### src/rtl/lsu_ctrl_if.sv
// lsu_ctrl_if: bundles the CPU-side load/store channel and the memory-side
// valid/ready channel of the load/store unit.
//   CPU side   : req_valid/req_ready/req_we/req_op/req_addr/req_wdata,
//                resp_valid/resp_rdata/resp_err
//   Memory side: mem_req_valid/mem_req_ready/mem_we/mem_addr/mem_wdata/
//                mem_wstrb, mem_resp_valid/mem_rdata
// Modports:
//   master - the load/store controller (accepts CPU requests, initiates memory)
//   slave  - the environment around it (CPU datapath plus data memory)
interface lsu_ctrl_if;
  logic        req_valid;
  logic        req_ready;
  logic        req_we;
  logic [2:0]  req_op;
  logic [31:0] req_addr;
  logic [31:0] req_wdata;
  logic        resp_valid;
  logic [31:0] resp_rdata;
  logic        resp_err;
  logic        mem_req_valid;
  logic        mem_req_ready;
  logic        mem_we;
  logic [31:0] mem_addr;
  logic [31:0] mem_wdata;
  logic [3:0]  mem_wstrb;
  logic        mem_resp_valid;
  logic [31:0] mem_rdata;

  modport master (
    input  req_valid, req_we, req_op, req_addr, req_wdata,
    input  mem_req_ready, mem_resp_valid, mem_rdata,
    output req_ready, resp_valid, resp_rdata, resp_err,
    output mem_req_valid, mem_we, mem_addr, mem_wdata, mem_wstrb
  );

  modport slave (
    output req_valid, req_we, req_op, req_addr, req_wdata,
    output mem_req_ready, mem_resp_valid, mem_rdata,
    input  req_ready, resp_valid, resp_rdata, resp_err,
    input  mem_req_valid, mem_we, mem_addr, mem_wdata, mem_wstrb
  );
endinterface

### src/rtl/lsu_ctrl.sv
// lsu_ctrl: load/store initiator between the CPU datapath and the data memory.
// Accepts one load/store per CPU handshake, issues a word-aligned request with
// byte strobes, waits (bounded by TIMEOUT cycles) for the memory response and
// returns extended read data as a one-cycle resp_valid pulse. Misaligned
// accesses and illegal ops are answered with resp_err without a memory access.
// Ports:
//   clk  - clock, all state updates on the rising edge
//   rst  - synchronous active-high reset
//   bus  - lsu_ctrl_if.master: CPU request/response and memory channel
// Parameter:
//   TIMEOUT - maximum cycles spent waiting for a memory response (1..65535)
module lsu_ctrl #(
  parameter int TIMEOUT = 256
) (
  input logic        clk,
  input logic        rst,
  lsu_ctrl_if.master bus
);

  typedef enum logic [1:0] {
    IDLE = 2'd0,
    REQ  = 2'd1,
    WAIT = 2'd2,
    RESP = 2'd3
  } state_t;

  localparam logic [15:0] CNT_LAST = 16'(TIMEOUT - 1);

  state_t      state_reg, state_next;
  logic        we_reg;
  logic [2:0]  op_reg;
  logic [1:0]  lo_reg;
  logic [15:0] cnt_reg;

  logic        mem_req_valid_reg;
  logic        mem_we_reg;
  logic [31:0] mem_addr_reg;
  logic [31:0] mem_wdata_reg;
  logic [3:0]  mem_wstrb_reg;
  logic        resp_valid_reg;
  logic        resp_err_reg;
  logic [31:0] resp_rdata_reg;

  logic        accept;
  logic        bad_req;
  logic        timeout_hit;
  logic [31:0] lane_b;
  logic [31:0] lane_h;
  logic [31:0] store_data;
  logic [3:0]  store_strb;
  logic [31:0] load_shift;
  logic [31:0] load_ext;

  assign accept      = (state_reg == IDLE) && bus.req_valid;
  assign timeout_hit = (cnt_reg == CNT_LAST);

  // Byte and halfword replication across all four lanes, so the strobe alone
  // decides which lane memory actually writes.
  for (genvar gi = 0; gi < 4; gi++) begin : g_lane
    assign lane_b[8*gi +: 8] = bus.req_wdata[7:0];
    assign lane_h[8*gi +: 8] = bus.req_wdata[8*(gi%2) +: 8];
  end

  // Reject illegal encodings and accesses not aligned to their own size.
  always_comb begin
    bad_req = 1'b0;
    case (bus.req_op)
      3'b011, 3'b110, 3'b111: bad_req = 1'b1;
      3'b001, 3'b101:         bad_req = bus.req_addr[0];
      3'b010:                 bad_req = |bus.req_addr[1:0];
      default:                bad_req = 1'b0;
    endcase
  end

  // Store size comes from op[1:0]; the signedness bit has no meaning here.
  always_comb begin
    store_data = bus.req_wdata;
    store_strb = 4'b1111;
    case (bus.req_op[1:0])
      2'b00: begin
        store_data = lane_b;
        store_strb = 4'b0001 << bus.req_addr[1:0];
      end
      2'b01: begin
        store_data = lane_h;
        store_strb = 4'b0011 << bus.req_addr[1:0];
      end
      default: begin
        store_data = bus.req_wdata;
        store_strb = 4'b1111;
      end
    endcase
  end

  // Bring the addressed lane down to bit 0, then extend by op.
  always_comb begin
    load_shift = bus.mem_rdata >> {lo_reg, 3'b000};
    load_ext   = load_shift;
    case (op_reg)
      3'b000:  load_ext = {{24{load_shift[7]}}, load_shift[7:0]};
      3'b100:  load_ext = {24'd0, load_shift[7:0]};
      3'b001:  load_ext = {{16{load_shift[15]}}, load_shift[15:0]};
      3'b101:  load_ext = {16'd0, load_shift[15:0]};
      default: load_ext = load_shift;
    endcase
  end

  always_ff @(posedge clk) begin
    if (rst) begin
      state_reg <= IDLE;
    end else begin
      state_reg <= state_next;
    end
  end

  always_comb begin
    state_next = state_reg;
    case (state_reg)
      IDLE: begin
        if (bus.req_valid) begin
          state_next = bad_req ? RESP : REQ;
        end
      end
      REQ: begin
        if (bus.mem_req_ready) begin
          state_next = WAIT;
        end
      end
      WAIT: begin
        if (bus.mem_resp_valid || timeout_hit) begin
          state_next = RESP;
        end
      end
      RESP: begin
        state_next = IDLE;
      end
      default: begin
        state_next = IDLE;
      end
    endcase
  end

  // Output registers are loaded from the next state so that every output
  // except req_ready comes straight from a flop.
  always_ff @(posedge clk) begin
    if (rst) begin
      we_reg            <= 1'b0;
      op_reg            <= 3'd0;
      lo_reg            <= 2'd0;
      cnt_reg           <= 16'd0;
      mem_req_valid_reg <= 1'b0;
      mem_we_reg        <= 1'b0;
      mem_addr_reg      <= 32'd0;
      mem_wdata_reg     <= 32'd0;
      mem_wstrb_reg     <= 4'd0;
      resp_valid_reg    <= 1'b0;
      resp_err_reg      <= 1'b0;
      resp_rdata_reg    <= 32'd0;
    end else begin
      mem_req_valid_reg <= (state_next == REQ);
      resp_valid_reg    <= (state_next == RESP);
      resp_err_reg      <= 1'b0;
      resp_rdata_reg    <= 32'd0;

      if (accept) begin
        we_reg <= bus.req_we;
        op_reg <= bus.req_op;
        lo_reg <= bus.req_addr[1:0];
        if (bad_req) begin
          resp_err_reg <= 1'b1;
        end else begin
          mem_addr_reg  <= {bus.req_addr[31:2], 2'b00};
          mem_we_reg    <= bus.req_we;
          mem_wdata_reg <= store_data;
          mem_wstrb_reg <= bus.req_we ? store_strb : 4'b0000;
        end
      end

      if (state_reg == REQ) begin
        cnt_reg <= 16'd0;
      end

      if (state_reg == WAIT) begin
        cnt_reg <= cnt_reg + 16'd1;
        if (bus.mem_resp_valid) begin
          resp_rdata_reg <= we_reg ? 32'd0 : load_ext;
        end else if (timeout_hit) begin
          resp_err_reg <= 1'b1;
        end
      end
    end
  end

  // Masking with rst withdraws a pending memory request in the very cycle
  // reset is applied, so memory can never complete a handshake under reset.
  assign bus.req_ready     = (state_reg == IDLE) && !rst;
  assign bus.mem_req_valid = mem_req_valid_reg && !rst;
  assign bus.mem_we        = mem_we_reg;
  assign bus.mem_addr      = mem_addr_reg;
  assign bus.mem_wdata     = mem_wdata_reg;
  assign bus.mem_wstrb     = mem_wstrb_reg;
  assign bus.resp_valid    = resp_valid_reg;
  assign bus.resp_err      = resp_err_reg;
  assign bus.resp_rdata    = resp_rdata_reg;

endmodule

### src/flat_wrapper.sv
// flat-port wrapper written by rule: the top's interface ports become plain ports
module lsu_ctrl_flat 
#(
  parameter int TIMEOUT = 256
)
  (clk, rst, bus_req_valid, bus_req_we, bus_req_op, bus_req_addr, bus_req_wdata, bus_mem_req_ready, bus_mem_resp_valid, bus_mem_rdata, bus_req_ready, bus_resp_valid, bus_resp_rdata, bus_resp_err, bus_mem_req_valid, bus_mem_we, bus_mem_addr, bus_mem_wdata, bus_mem_wstrb);
  lsu_ctrl_if bus_i ();
  input logic clk;
  input logic rst;
  input wire logic [$bits(bus_i.req_valid)-1:0] bus_req_valid;
  input wire logic [$bits(bus_i.req_we)-1:0] bus_req_we;
  input wire logic [$bits(bus_i.req_op)-1:0] bus_req_op;
  input wire logic [$bits(bus_i.req_addr)-1:0] bus_req_addr;
  input wire logic [$bits(bus_i.req_wdata)-1:0] bus_req_wdata;
  input wire logic [$bits(bus_i.mem_req_ready)-1:0] bus_mem_req_ready;
  input wire logic [$bits(bus_i.mem_resp_valid)-1:0] bus_mem_resp_valid;
  input wire logic [$bits(bus_i.mem_rdata)-1:0] bus_mem_rdata;
  output wire logic [$bits(bus_i.req_ready)-1:0] bus_req_ready;
  output wire logic [$bits(bus_i.resp_valid)-1:0] bus_resp_valid;
  output wire logic [$bits(bus_i.resp_rdata)-1:0] bus_resp_rdata;
  output wire logic [$bits(bus_i.resp_err)-1:0] bus_resp_err;
  output wire logic [$bits(bus_i.mem_req_valid)-1:0] bus_mem_req_valid;
  output wire logic [$bits(bus_i.mem_we)-1:0] bus_mem_we;
  output wire logic [$bits(bus_i.mem_addr)-1:0] bus_mem_addr;
  output wire logic [$bits(bus_i.mem_wdata)-1:0] bus_mem_wdata;
  output wire logic [$bits(bus_i.mem_wstrb)-1:0] bus_mem_wstrb;
  assign bus_i.req_valid = bus_req_valid;
  assign bus_i.req_we = bus_req_we;
  assign bus_i.req_op = bus_req_op;
  assign bus_i.req_addr = bus_req_addr;
  assign bus_i.req_wdata = bus_req_wdata;
  assign bus_i.mem_req_ready = bus_mem_req_ready;
  assign bus_i.mem_resp_valid = bus_mem_resp_valid;
  assign bus_i.mem_rdata = bus_mem_rdata;
  assign bus_req_ready = bus_i.req_ready;
  assign bus_resp_valid = bus_i.resp_valid;
  assign bus_resp_rdata = bus_i.resp_rdata;
  assign bus_resp_err = bus_i.resp_err;
  assign bus_mem_req_valid = bus_i.mem_req_valid;
  assign bus_mem_we = bus_i.mem_we;
  assign bus_mem_addr = bus_i.mem_addr;
  assign bus_mem_wdata = bus_i.mem_wdata;
  assign bus_mem_wstrb = bus_i.mem_wstrb;
  lsu_ctrl #(.TIMEOUT(TIMEOUT)) u_core (.clk(clk), .rst(rst), .bus(bus_i));
endmodule
### config.mk
export PLATFORM = sky130hd
export DESIGN_NAME = lsu_ctrl_flat
export DESIGN_NICKNAME = d
export VERILOG_FILES = /design/src/rtl/lsu_ctrl_if.sv /design/src/rtl/lsu_ctrl.sv /design/src/flat_wrapper.sv
export SDC_FILE = /design/constraint.sdc
export NUM_CORES = 1
export LEC_CHECK = 0
export ABC_AREA = 1
export ABC_CLOCK_PERIOD_IN_PS = 5400
export CAP_MARGIN = 30
export CORE_MARGIN = 2
export CORE_UTILIZATION = 48
export DETAILED_ROUTE_END_ITERATION = 10
export HOLD_SLACK_MARGIN = 0.03
export PLACE_DENSITY = 0.92
export SLEW_MARGIN = 0
export SYNTH_ARGS = -nofsm -noshare
export SYNTH_HDL_FRONTEND = slang
export SYNTH_SLANG_ARGS = --single-unit
### constraint.sdc
create_clock -name clk -period 5.4 [get_ports clk]
set_clock_uncertainty 0.1 [all_clocks]
set_input_delay 0.54 -clock clk [delete_from_list [all_inputs] [get_ports clk]]
set_output_delay 0.54 -clock clk [all_outputs]
set_load 0.02 [all_outputs]
# Word level (Yosys, flattened, before mapping)

Index checks and enable logic that the tools add are counted.

Bits of input ports: 105
Word-level logic and storage cells: 67
Register bits: 126
Output and inout port bits: 105

Reduce and logical (&&, ||, !) cells: 14
Equal/unequal tests: 16
Bitwise operators: 3
Add/subtract/negate cells: 1
Multiplexer cells: 17
Shift operators: 3

Operator list:

| operator              | number |
|---|---|
| $pmux 32 s4           | 1 |
| $pmux 32 s2           | 1 |
| $mux 16               | 2 |
| $shr 32x5->32         | 1 |
| $add 16x1->16 const B | 1 |
| $eq 16x8->1 const B   | 1 |
| $eq 3x3->1 const B    | 5 |
| $mux 2                | 4 |
| $pmux 2 s4            | 1 |
| $pmux 4 s2            | 1 |
| $eq 2x1->1 const B    | 3 |
| $eq 2x2->1 const B    | 3 |
| $eq 3x1->1 const B    | 2 |
| $eq 3x2->1 const B    | 2 |
| $mux 1                | 5 |
| $logic_not 2->1       | 2 |
| $mux 4                | 1 |
| $reduce_or 2->1       | 2 |
| $reduce_or 4->1       | 1 |
| $shl 1x2->4 const A   | 1 |
| $shl 2x2->4 const A   | 1 |
| $logic_and 1x1->1     | 3 |
| $logic_not 3->1       | 1 |
| $not 1->1             | 3 |
| other kinds (6)       | 6 |

# Depth between registers and ports, before layout

Depth in word-level cells: 8
Depth in mapped cells: 11
Mapped depth without buffers: 10

# Least setup slack after synthesis

OpenSTA, ideal clock, no wires.

Path kind: input to output
Start: input port rst
End: output port bus_mem_req_valid
Required time: 4.760 ns
Path slack: 3.524 ns
Stages: 3
Data arrival time: 1.236 ns
Path buffers: 2
Cell sequence: clkbuf_1 clkbuf_1 nor2_1

Cells in the longest elaborated chain, start to end: 2

Ends and longest elaborated chain:

| item              | line               | source |
|---|---|---|
| start, declared   | flat_wrapper.sv:9  | `input logic rst;` |
| $logic_not 1->1   | lsu_ctrl.sv:197    | `assign bus.mem_req_valid = mem_req_valid_reg && !rst;` |
| $logic_and 1x1->1 | lsu_ctrl.sv:197    |  |
| end, declared     | flat_wrapper.sv:22 | `output wire logic [$bits(bus_i.mem_req_valid)-1:0] bus_mem_req_valid;` |

Every way passes these cells.

# Final worst setup path

Start: register u_core.lo_reg[0]
End: register u_core.resp_rdata_reg[30] (netlist: u_core.bus.resp_rdata[30])

Cells in the longest elaborated chain, start to end: 2

Ends and longest elaborated chain:

| item                   | line            | source |
|---|---|---|
| start, declared        | lsu_ctrl.sv:32  | `logic [1:0] lo_reg;` |
| start signal, assigned | lsu_ctrl.sv:168 | `lo_reg <= bus.req_addr[1:0];` |
| $shr 32x5->32          | lsu_ctrl.sv:97  | `load_shift = bus.mem_rdata >> {lo_reg, 3'b000};` |
| $pmux 32 s4            | lsu_ctrl.sv:99  | `case (op_reg)` |
| end signal, assigned   | lsu_ctrl.sv:186 | `resp_rdata_reg <= we_reg ? 32'd0 : load_ext;` |
| end, declared          | lsu_ctrl.sv:42  | `logic [31:0] resp_rdata_reg;` |

Every way passes these cells.
A chain may end at the register's enable or synchronous reset.

==> results.yml <==
outcome:
  status: "finished, final reports clean"
setup_path:
  arrival_ns: 3.62
  reg2reg_depth: 7
  worst-setup-path-type: "flip-flop to flip-flop"
  regToRegEndpoint: "u_core.bus.resp_rdata[30]"
  cp.required_ns: 5.59
  worstReg2RegStart: "u_core.lo_reg[0]"
  crit_path_start_kind: "flip-flop"
  end_kind: "flip-flop"
  critPathMaxFanout: 32
  rrSetupSlack_ns: 1.97
grt:
  grt_usage_pct: 27.3
  grt_pass1_wl_um: 27600
  antenna_found_initial: 0
  grt.overflow.total: 0
  first_global_vias: 5682
  grt_max_degree: 76
synthesis:
  async_reset_ff_share_pct: 0
  ys.flop_type: "dfxtp_1"
  yosysMostFrequentCell: "nand2_1"
  yosys_warnings: 0
  synth_edf_count: 0
  synth_cell_type_count: 31
  synth-seq-area-share_pct: 45.4
  synth_cells: 810
  yosysTopAreaCell: "dfxtp_1"
  yosys-top-cells-area: "dfxtp_1, nand2_1, a21oi_1"
  syn_area_per_cell_um2: 6.85
  synth_top_area_share_pct: 45.4
  synth-seq-cells: 126
  synth.top_cells.by_count: "nand2_1, dfxtp_1, a21oi_1, inv_1, nor2_1"
  synth_area_um2: 5550
clock_tree:
  htree_levels: 4
  cts_tree: "done"
  path_clk_slew_ns: 0.06
  clock_path_buffers: 2
  clockRootBuffer: "clkbuf_16"
  cts_resized: 0
  numClockSinks: 126
  cts_buffers: 17
  clk_latency_ns: 0.41
  cts_setup_buffers: 0
  hold_buffers: 0
hold_path:
  holdCritStartpoint: "u_core.bus.mem_addr[24]"
  min_to: "u_core.bus.mem_addr[24]"
  hold_depth: 2
  hold_path.class: "flip-flop to flip-flop"
power:
  power_density_nw_per_um2: 399
  ir_worst_vdd_v: 0.000271
  switching_share_pct: 33.5
  pwr-share-comb_pct: 29.9
  power_mw: 3.29
  p_sw_mw: 1.10
  cell_internal_pwr_mw: 2.18
  p_seq_share_pct: 33.8
  leakage_nw: 3.32
  pwr-share-clk_pct: 36.3
die:
  fp.coreArea_um2: 11400
  initial_utilization_pct: 48.8
  io-pin-count: 210
  die_h_um: 112
  rows: 39
  die_w_um: 112
  dieArea_um2: 12400
routing:
  vias_per_cell: 5.24
  vias: 6036
  detail-route-antenna-nets: 0
  wl_um: 17000
  wl_per_cell_um: 14.7
  dr.first_iter.drc_count: 479
  firstDrtPassIters: 7
  drc: 0
placed_design:
  port_buffers: 207
  dp_hpwl_um: 11600
  dp_cells: 1120
  gp_congestion: 0.934
timing:
  setup_viol: 0
  hold_viol: 0
  finalSetupTns_ns: 0
  fin_crit_sh_pct: 63.6
  fmax_mhz: 291
  worstMarginPinSlew_ns: 0.947
  slew_headroom_pct: 36.8
  min_period_ns: 3.43
  fin_hold_ws_ns: 0.364
  rsz0062_at_grt: "false"
  slew_viol_final: 0
cells_and_area:
  fill_cells: 861
  diodes: 0
  synthToLayoutAreaGrowth_pct: 48.3
  layoutNonFillerInstCount: 1152
  drive_above_1_share_pct: 4.36
  fin_nets: 1106
  final_core_util_pct: 72.4
job:
  max_cap_viol_count: 0
[per-stage QoR]
step / worst slack (ns) / area (µm²)
finish: 1.97 / 8230
global route: 1.66 / 8230
CTS: 2.07 / 8230
detailed placement: 2.07 / 7610
global placement: 1.92 / 7590
floorplan: 3.52 / 5550
[power groups by stage]
stage / registers [mW] / clock network [mW] / logic [mW]
finish: 1.11 / 1.19 / 0.983
global route: 1.13 / 1.25 / 1.08
CTS: 1.11 / 1.21 / 0.975
detailed placement: 1.13 / 0 / 0.958
global placement: 1.13 / 0 / 0.937
floorplan: 1.19 / 0 / 0.550
[layout by cell type, fill, tap and decap left out, types with 4 or more instances in the layout]
cell and count:
clkdlybuf4s50_1 206, nor2_1 48, nand4_1 4, clkinvlp_4 4, inv_1 65, a31oi_1 8
nand2_1 297, clkinv_2 4, clkbuf_16 17, o211ai_1 7, bufinv_16 4, ha_1 5
nand3_1 34, dfxtp_1 126, a21oi_1 93, nor3_1 13, o21ai_0 44
[layout make-up]
type	count	area [µm²]	share of cell area, %
tap	143	179	2.17
inverter	69	259	3.15
multi-input combinational	571	2540	30.8
sequential	126	2520	30.7
timing repair buffer	211	2110	25.6
clock inverter	15	196	2.39
clock buffer	17	425	5.17
[how the worst max path moves through the flow]
| stage | startpoint | end | slack, ns |
|---|---|---|---|
| after floorplan | rst | bus_mem_req_valid | 3.52 |
| after global placement | bus_req_op[1] | u_core.bus.mem_wstrb[1] | 1.92 |
| after detailed placement | bus_req_op[1] | u_core.bus.mem_addr[5] | 2.07 |
| after CTS | u_core.lo_reg[0] | u_core.bus.resp_rdata[30] | 2.07 |
| after global routing | u_core.lo_reg[0] | u_core.bus.resp_rdata[30] | 1.66 |
| final | u_core.lo_reg[0] | u_core.bus.resp_rdata[30] | 1.97 |
[routing by layer]
metal | routed length (µm) | up-vias | track usage (%)
li1 | - | 2958 | -
met1 | 6890 | 2771 | 32.8
met2 | 8310 | 262 | 46.5
met3 | 1180 | 45 | 6.37
met4 | 575 | 0 | 12.3
met5 | 0 | - | 0
[critical path, stage by stage, from the launching register on]
cell and delay [ns]:
dfxtp_1 0.88, inv_1 0.70, nand2_1 0.23, nand3_1 0.11, nand3_1 0.54, nand2_1 0.33, o21ai_0 0.32, inv_1 0.10
[kinds of logic (layout without fill, tap and decap cells)]
kind of cell | count (synthesis) | count (layout) | share of synthesized area, %
flops | 126 | 126 | 45.4
compound gates | 155 | 155 | 14.6
simple gates | 406 | 406 | 29.4
fa+ha+maj | 5 | 5 | 1.13
other cells | 1 | 2 | 0.0676
buf+inv | 114 | 312 | 8.90
xor+xnor | 3 | 3 | 0.473
(Power assumes the default switching activity.)
